### src/rtl/sw_debounce_pkg.sv
// Shared constants and helpers for the switch/button input conditioner.
// Board-level wrappers reuse the debounce constant and event-record widths.
package sw_debounce_pkg;

  // 1 ms at a 100 MHz system clock.
  localparam int DEBOUNCE_1MS_100MHZ = 100000;

  // Event record field widths. The channel field is sized for the largest
  // supported channel count (16); instances narrow it with chan_width().
  localparam int EV_CHAN_MAX_W = 4;
  localparam int EV_LEVEL_W    = 1;

  typedef struct packed {
    logic [EV_CHAN_MAX_W-1:0] chan;
    logic [EV_LEVEL_W-1:0]    level;
  } ev_rec_t;

  // $clog2 with a floor of one bit, so single-channel and DEBOUNCE_CYCLES=1
  // builds still get a legal vector width.
  function automatic int clog2_min1(input int value);
    int w;
    w = $clog2(value);
    return (w < 1) ? 1 : w;
  endfunction

endpackage

### src/rtl/sw_debounce_chan.sv
// One switch channel: two-flop synchronizer, debounce counter, stable level
// register and registered one-cycle rise/fall pulses.
//
// accept/accept_level flag the cycle in which the stable level is about to
// change, so the parent can set its pending bit on the same edge as
// stable/rise/fall.
module sw_debounce_chan
  import sw_debounce_pkg::*;
#(
  parameter int DEBOUNCE_CYCLES = DEBOUNCE_1MS_100MHZ,
  parameter int CNT_W           = clog2_min1(DEBOUNCE_CYCLES)
) (
  input  logic clk,
  input  logic rst,
  input  logic sw,
  output logic stable,
  output logic rise,
  output logic fall,
  output logic accept,
  output logic accept_level
);

  localparam logic [CNT_W-1:0] CNT_LAST = CNT_W'(DEBOUNCE_CYCLES - 1);

  logic             s1;
  logic             s2;
  logic [CNT_W-1:0] cnt;

  // The synchronized level has disagreed with the stable level long enough.
  assign accept       = (s2 != stable) && (cnt == CNT_LAST);
  assign accept_level = s2;

  // Two-flop synchronizer for the asynchronous pin.
  always_ff @(posedge clk) begin
    if (rst) begin
      s1 <= 1'b0;
      s2 <= 1'b0;
    end else begin
      s1 <= sw;
      s2 <= s1;
    end
  end

  // Debounce counter: restarts whenever s2 matches the stable level (i.e. on
  // every bounce back), and clears again once a new level is accepted.
  always_ff @(posedge clk) begin
    if (rst) begin
      cnt <= '0;
    end else if (s2 == stable) begin
      cnt <= '0;
    end else if (cnt == CNT_LAST) begin
      cnt <= '0;
    end else begin
      cnt <= cnt + 1'b1;
    end
  end

  // Stable level and its edge pulses, all registered on the accept edge.
  always_ff @(posedge clk) begin
    if (rst) begin
      stable <= 1'b0;
      rise   <= 1'b0;
      fall   <= 1'b0;
    end else begin
      rise <= accept && s2;
      fall <= accept && !s2;
      if (accept) begin
        stable <= s2;
      end
    end
  end

endmodule

### src/rtl/sw_debounce.sv
// Switch/button input conditioner: N debounced channels plus an event stream
// reporting each debounced change as (channel, new level).
//
// Handshake: an event transfers on a clock edge where ev_valid && ev_ready.
// Once ev_valid is high it stays high and ev_chan/ev_level hold until that
// transfer; ev_ready while ev_valid is low is ignored. ev_ready only gates
// register enables, so no output is combinational on any input.
//
// Each channel owns one pending bit and pending level. The single output
// register reloads from the lowest-index pending channel whenever it is empty
// or transferring, giving one event per cycle back to back. A change landing
// on a channel that is still pending (and not being loaded that cycle)
// overwrites the pending level and sets the sticky ev_overflow flag.
module sw_debounce
  import sw_debounce_pkg::*;
#(
  parameter int N               = 4,
  parameter int DEBOUNCE_CYCLES = DEBOUNCE_1MS_100MHZ,
  parameter int CHAN_W          = clog2_min1(N)
) (
  input  logic              clk,
  input  logic              rst,
  input  logic [N-1:0]      sw,
  output logic [N-1:0]      sw_stable,
  output logic [N-1:0]      sw_rise,
  output logic [N-1:0]      sw_fall,
  output logic              ev_valid,
  input  logic              ev_ready,
  output logic [CHAN_W-1:0] ev_chan,
  output logic              ev_level,
  output logic              ev_overflow
);

  logic [N-1:0] accept;
  logic [N-1:0] accept_level;

  logic [N-1:0] pending;
  logic [N-1:0] pend_level;

  logic [N-1:0] pending_nxt;
  logic [N-1:0] pend_level_nxt;
  logic [N-1:0] load_mask;

  logic              out_free;
  logic              pick_hit;
  logic [CHAN_W-1:0] pick_chan;
  logic              pick_level;
  logic              ovf_set;

  for (genvar g = 0; g < N; g++) begin : g_chan
    sw_debounce_chan #(
      .DEBOUNCE_CYCLES(DEBOUNCE_CYCLES)
    ) u_chan (
      .clk          (clk),
      .rst          (rst),
      .sw           (sw[g]),
      .stable       (sw_stable[g]),
      .rise         (sw_rise[g]),
      .fall         (sw_fall[g]),
      .accept       (accept[g]),
      .accept_level (accept_level[g])
    );
  end

  // Output register can take a new event when empty or transferring.
  assign out_free = !ev_valid || ev_ready;

  // Lowest-index pending channel; scanning downward lets the lowest win.
  always_comb begin
    pick_hit   = 1'b0;
    pick_chan  = '0;
    pick_level = 1'b0;
    for (int i = N - 1; i >= 0; i--) begin
      if (pending[i]) begin
        pick_hit   = 1'b1;
        pick_chan  = CHAN_W'(i);
        pick_level = pend_level[i];
      end
    end
  end

  // Pending bitmap update: loads clear first, then new changes set. A change
  // on a channel being loaded this cycle is a fresh pending entry, not a loss.
  always_comb begin
    pending_nxt    = pending;
    pend_level_nxt = pend_level;
    load_mask      = '0;
    ovf_set        = 1'b0;
    for (int i = 0; i < N; i++) begin
      if (out_free && pick_hit && (pick_chan == CHAN_W'(i))) begin
        load_mask[i]   = 1'b1;
        pending_nxt[i] = 1'b0;
      end
      if (accept[i]) begin
        if (pending[i] && !load_mask[i]) begin
          ovf_set = 1'b1;
        end
        pending_nxt[i]    = 1'b1;
        pend_level_nxt[i] = accept_level[i];
      end
    end
  end

  // Pending state and sticky overflow flag.
  always_ff @(posedge clk) begin
    if (rst) begin
      pending     <= '0;
      pend_level  <= '0;
      ev_overflow <= 1'b0;
    end else begin
      pending    <= pending_nxt;
      pend_level <= pend_level_nxt;
      if (ovf_set) begin
        ev_overflow <= 1'b1;
      end
    end
  end

  // Event output register; channel/level only change when a new event loads.
  always_ff @(posedge clk) begin
    if (rst) begin
      ev_valid <= 1'b0;
      ev_chan  <= '0;
      ev_level <= 1'b0;
    end else if (out_free) begin
      ev_valid <= pick_hit;
      if (pick_hit) begin
        ev_chan  <= pick_chan;
        ev_level <= pick_level;
      end
    end
  end

endmodule

### config.mk
export PLATFORM = sky130hd
export DESIGN_NAME = sw_debounce
export DESIGN_NICKNAME = d
export VERILOG_FILES = /design/src/rtl/sw_debounce_pkg.sv /design/src/rtl/sw_debounce_chan.sv /design/src/rtl/sw_debounce.sv
export SDC_FILE = /design/constraint.sdc
export NUM_CORES = 1
export LEC_CHECK = 0
export CAP_MARGIN = 40
export CELL_PAD_IN_SITES_DETAIL_PLACEMENT = 0
export CELL_PAD_IN_SITES_GLOBAL_PLACEMENT = 1
export CORE_MARGIN = 2
export CORE_UTILIZATION = 45
export CTS_CLUSTER_SIZE = 16
export DETAILED_ROUTE_END_ITERATION = 10
export GPL_TIMING_DRIVEN = 0
export PLACE_DENSITY_LB_ADDON = 0.12
export SLEW_MARGIN = 20
export SYNTH_ARGS = -nofsm -noshare
export SYNTH_HDL_FRONTEND = slang
export SYNTH_SLANG_ARGS = --single-unit
### constraint.sdc
create_clock -name clk -period 2.4 [get_ports clk]
set_clock_uncertainty 0.15 [all_clocks]
set_input_delay 0.24 -clock clk [delete_from_list [all_inputs] [get_ports clk]]
set_output_delay 0.24 -clock clk [all_outputs]
set_load 0.02 [all_outputs]
# ---- Word-level counts from Yosys, hierarchy flattened
# Cells that the tools add are included.
dict set report op_classes {
  addsub 4
  eq_ne 15
  mux 32
  n_reduce_logical 41
}
# cell n
set op_table {}
lappend op_table {{$add A17 B1 Y17 const B} 4}
lappend op_table {{$eq A17 B17 Y1 const B} 4}
lappend op_table {{$mux W1} 28}
lappend op_table {{$logic_and A1 B1 Y1} 21}
lappend op_table {{$reduce_or A3 Y1} 4}
lappend op_table {{$logic_not A1 Y1} 9}
lappend op_table {{$mux W2} 4}
lappend op_table {{$reduce_bool A2 Y1} 4}
lappend op_table {{$eq A1 B1 Y1} 4}
lappend op_table {{$eq A2 B2 Y1 const B} 2}
lappend op_table {{$ne A1 B1 Y1} 4}
lappend op_table {{$eq A2 B1 Y1 const B} 1}
lappend op_table {{$logic_not A2 Y1} 1}
lappend op_table {{$reduce_and A2 Y1} 1}
lappend op_table {{$logic_or A1 B1 Y1} 1}
dict set report totals {
  register_bits 97
  input_bits 7
  output_inout_bits 17
  wordCells 124
}

# ---- Logic depth before layout (Yosys ltp)
# Gate-level depths: netlist of run 1.
dict set report depth {
  depth_word 17
  ltp_mapped 7
  mapped_depth_nobuf 5
}

# ---- Modules after synthesis
# From an unflattened synthesis of run 1, not the netlist that was laid out.
dict set report unflattened {
  cells_unflattened 505
  area_unflattened_um2 4496.8
}
# mod n_inst cells_per_inst area_each_um2 seq_area_each_um2
set modules_own_cells {}
lappend modules_own_cells {sw_debounce_chan 4 109 969.7 440.4}
lappend modules_own_cells {sw_debounce 1 69 618.1 260.2}

# ---- Worst setup path before layout of run 1
# Ideal clock, no wire load.
dict set report synth_path {
  kind {flip-flop to flip-flop}
  start {register g_chan[3].u_chan.cnt[0]}
  end {register g_chan[3].u_chan.cnt[14]}
  setup_time_ns 0.070
  arrival_ns 1.736
  required_ns 2.180
  setup_slack_ns 0.444
  path_stages_with_launch 6
  synth_period_minus_slack_ns 1.956
  path_cell_list {dfxtp_1 -> ha_1 -> nand4_1 -> or4_4 -> or3_1 -> a21oi_1}
}
dict set report synth_via {
  elab_chain_len 2
  word_cells_on_any_way 3
  classes_between {1 x add/sub; 1 x eq/ne; 1 x reduce/logical}
}
# item line_no
set synth_rtl {}
lappend synth_rtl {{start, declared} sw_debounce_chan.sv:27} ;# logic [CNT_W-1:0] cnt;
lappend synth_rtl {{start signal, assigned} sw_debounce_chan.sv:54} ;# cnt <= cnt + 1'b1;
lappend synth_rtl {{branches (longest 2 deep; another with $add A17 B1 Y17)} n/a}
# Several ways; the timed one is not identified.
# A chain may end at the register's enable or synchronous reset.

# ---- Worst setup path in the final report of run 1
dict set report layout_path {
  start {register g_chan[2].u_chan.cnt[0]}
  end {register g_chan[2].u_chan.cnt[12]}
}
dict set report layout_via {
  elab_chain_len 2
  word_cells_on_any_way 3
  classes_between {1 x add/sub; 1 x eq/ne; 1 x reduce/logical}
}
# item line_no
set layout_rtl {}
lappend layout_rtl {{start, declared} sw_debounce_chan.sv:27}
lappend layout_rtl {{start signal, assigned} sw_debounce_chan.sv:54}
lappend layout_rtl {{branches (longest 2 deep; another with $add A17 B1 Y17)} n/a}
# Several ways; the timed one is not identified.

==> impl_metrics.env, run 1 <==
export IMPL_reg2reg_from="g_chan[2].u_chan.cnt[0]$_SDFF_PP0_"
export IMPL_drive_gt1_frac=0.0699
export IMPL_area_growth_pct=12.9
export IMPL_fin_setup_tns_ns=0
export IMPL_register_area_um2=1940
export IMPL_ys_seq_area_frac=0.464
export IMPL_die_area_um2=10100
export IMPL_p_leak_uw=0.00151
export IMPL_period_minus_slack_ns=2.19
export IMPL_post_dp_hpwl_um=5740
export IMPL_io_buffer_count=23
export IMPL_timing_final_crit_share=0.912
export IMPL_setup_viol=0
export IMPL_finalHoldViolCount=0
export IMPL_track_usage=0.168
export IMPL_wl_per_cell_um=13.0
export IMPL_cts_setup_buffers=0
export IMPL_worstSetupStartpointType="register"
export IMPL_num_fill_cells=895
export IMPL_yosys_top_cells_count="97 x dfxtp_1, 59 x nor2_1, 31 x xor2_1"
export IMPL_p_per_area_nw_per_um2=564
export IMPL_synth_edf_count=0
export IMPL_post_synth_num_cell_types=44
export IMPL_rows=35
export IMPL_start_util=0.457
export IMPL_wirelength_um=7960
export IMPL_yosys_top_cells_area="dfxtp_1 46%, xor2_1 6.5%, nor2_1 5.3%, xnor2_1 3.1%, nand4_1 3.0%"
export IMPL_synth_ff_type="dfxtp_1"
export IMPL_gp_congestion=0.784
export IMPL_gr_usage_met1=0.236
export IMPL_synth_area_um2=4190
export IMPL_min_from="sw[2]"
export IMPL_rsz0062_at_grt="false"
export IMPL_ff2ff_path_depth=7
export IMPL_root_buffer="clkbuf_8"
export IMPL_async_flop_share=0
export IMPL_grt_overflow=0
export IMPL_outcome="finished clean"
export IMPL_cp_max_fo=10
export IMPL_antenna_found_initial=0
export IMPL_first_iter_violations=64
export IMPL_met3_usage=0.0270
export IMPL_synth_avg_cell_area_um2=8.98
export IMPL_setup_worst_path_end="g_chan[2].u_chan.cnt[12]$_SDFF_PP0_"
export IMPL_dr_pass1_iters=4
export IMPL_synth_top_area_frac=0.464
export IMPL_tightest_slew_ns=0.536
export IMPL_grt_pass1_wl_um=13900
export IMPL_drv_slew=0
export IMPL_min_path_type="input port to register"
export IMPL_yosys_warnings=0
export IMPL_via_per_inst=5.39
export IMPL_drv_cap=0
export IMPL_worst_r2r_endpoint="g_chan[2].u_chan.cnt[12]$_SDFF_PP0_"
export IMPL_grt_busiest_layer="met2"
export IMPL_io_pins=24
export IMPL_synth_most_common_cell="dfxtp_1"
export IMPL_peakVddDrop_v=0.000307
export IMPL_cts_sinks=97
export IMPL_crit_path_end_kind="register"
export IMPL_maxSlewHeadroom=0.642
export IMPL_final_antenna_net_count=0
export IMPL_clkTransAtPathRegs_ns=0.09
export IMPL_clockBufferDepth=2
export IMPL_utilization=0.516
export IMPL_n_antenna_cell=0
export IMPL_clock_fmax_mhz=457
export IMPL_vias=3297
export IMPL_cts_max_level=3
export IMPL_syn_nets=477
export IMPL_synth_top_cell_by_area="dfxtp_1"
export IMPL_p_total_uw=2660
export IMPL_grt_max_degree=15
export IMPL_critPathRequiredTime_ns=2.49
export IMPL_fp_dieH_um=100
export IMPL_critPathLaunch="g_chan[2].u_chan.cnt[0]$_SDFF_PP0_"
export IMPL_criticalPathCategory="register to register"
export IMPL_synthCells=466
export IMPL_drc=0
export IMPL_arrival_ns=2.28
export IMPL_use_met2=0.265
export IMPL_yosys_register_bits=97
export IMPL_fin_nets=510
export IMPL_coreArea_um2=9150
export IMPL_grt_pass1_vias=3022
export IMPL_cts_buffers=9
export IMPL_insertion_delay_ns=0.35
export IMPL_die_w_um=100
export IMPL_multiInputGateArea_um2=2070
export IMPL_cts_tree="done"
export IMPL_r2r_slack_ns=0.21
## through the flow
step	area [µm²]	hold WS, ns	cells	setup WS, ns
6_report	4730	0.293	612	0.210
5_1_grt	4730	0.286	612	0.0263
4_1_cts	4730	0.274	613	0.0381
3_5_place_dp	4560	0.279	600	0.0569
3_3_place_gp	4560	0.281	600	0.0308
2_1_floorplan	4190	0.218	466	0.444
## report_power, final
| part | leakage, µW | switching [µW] | internal, µW |
|---|---|---|---|
| clock network | 0.0000868 | 536 | 462 |
| registers | 0.000783 | 6.12 | 1620 |
| logic | 0.000637 | 24.6 | 19.1 |
## registers in the layout, summed over array words and instances (netlist names)
register / cells
ev_chan: 2
g_chan.u_chan.accept_level: 4
g_chan.u_chan.rise: 4
g_chan.u_chan.cnt: 68
g_chan.u_chan.s1: 4
g_chan.u_chan.fall: 4
g_chan.u_chan.stable: 4
ev_level: 1
ev_overflow: 1
ev_valid: 1
pending: 4
## critical path, cell delays in order (launching register included)
cell and delay [ns]:
dfxtp_1 0.37, ha_1 0.22, and4_1 0.19, clkbuf_1 0.30, nand2_1 0.14, o21ai_2 0.36, buf_2 0.29, nor2_1 0.07
## repair_timing
action	4_1_cts	5_1_grt
resized for setup	0	1
setup endpoints to repair	0	20
hold buffers	0	0
## cell usage in the layout, fill, tap and decap left out, types with 5 or more instances in the layout
cell type and n:
o21ai_0 18, o31ai_1 5, dfxtp_1 97, nor3_1 6
nand3_1 24, nand2_1 30, and4_1 13, or3_1 17
nor2_1 59, clkbuf_1 5, nand4_1 20, and2_1 6
xnor2_1 15, buf_4 12, xor2_1 31, a21oi_1 24
and3_1 6, or4_1 6, clkdlybuf4s50_1 23, inv_1 6
nor2b_1 15, nor4b_1 12, clkbuf_8 9
## logic make-up after synthesis
| family | share of synthesized area |
|---|---|
| xor gates and xnor gates | 0.0962 |
| buffers and inverters | 0.0418 |
| and+or+nand+nor | 0.304 |
| DFF | 0.464 |
| muxes | 0.00239 |
| adders and majority gates | 0.0120 |
| AOI/OAI and AO/OA | 0.0798 |
## cell type report
| class | instances | area share |
|---|---|---|
| multi-input combinational | 338 | 0.439 |
| sequential | 97 | 0.411 |
| timing repair buffer | 23 | 0.0487 |
| buffer | 24 | 0.0315 |
| tap | 111 | 0.0294 |
| clock buffer | 9 | 0.0262 |
| clock inverter | 4 | 0.0101 |
| inverter | 6 | 0.00476 |
## worst min path at each step
stage | slack (ns) | endpoint | depth (start not counted)
CTS | 0.27 | g_chan[2].u_chan.s1$_SDFF_PP0_ | 2
global placement | 0.28 | g_chan[2].u_chan.cnt[0]$_SDFF_PP0_ | 1
finish | 0.29 | g_chan[2].u_chan.s1$_SDFF_PP0_ | 2
global route | 0.29 | g_chan[3].u_chan.s1$_SDFF_PP0_ | 2
detailed placement | 0.28 | g_chan[2].u_chan.accept_level$_SDFF_PP0_ | 1
floorplan | 0.22 | g_chan[0].u_chan.s1$_SDFF_PP0_ | 1
## per-layer routing
| metal | wire, µm | up-vias |
|---|---|---|
| met5 | 0 | - |
| met4 | 97 | 0 |
| met3 | 183 | 10 |
| met2 | 3570 | 33 |
| met1 | 4110 | 1540 |
| li1 | - | 1714 |
Power figures use the tool's default switching activity.
==> run 2, diff against run 1 <==
--- a/config.mk
+++ b/config.mk
@@ -10,7 +10,7 @@
 export CELL_PAD_IN_SITES_GLOBAL_PLACEMENT = 1
 export CORE_MARGIN = 2
 export CORE_UTILIZATION = 45
-export CTS_CLUSTER_SIZE = 16
+export CTS_CLUSTER_SIZE = 20
 export DETAILED_ROUTE_END_ITERATION = 10
 export GPL_TIMING_DRIVEN = 0
 export PLACE_DENSITY_LB_ADDON = 0.12
==> results of run 2 <==
No change in the layout: final DEF, timing and power equal those of run 1.
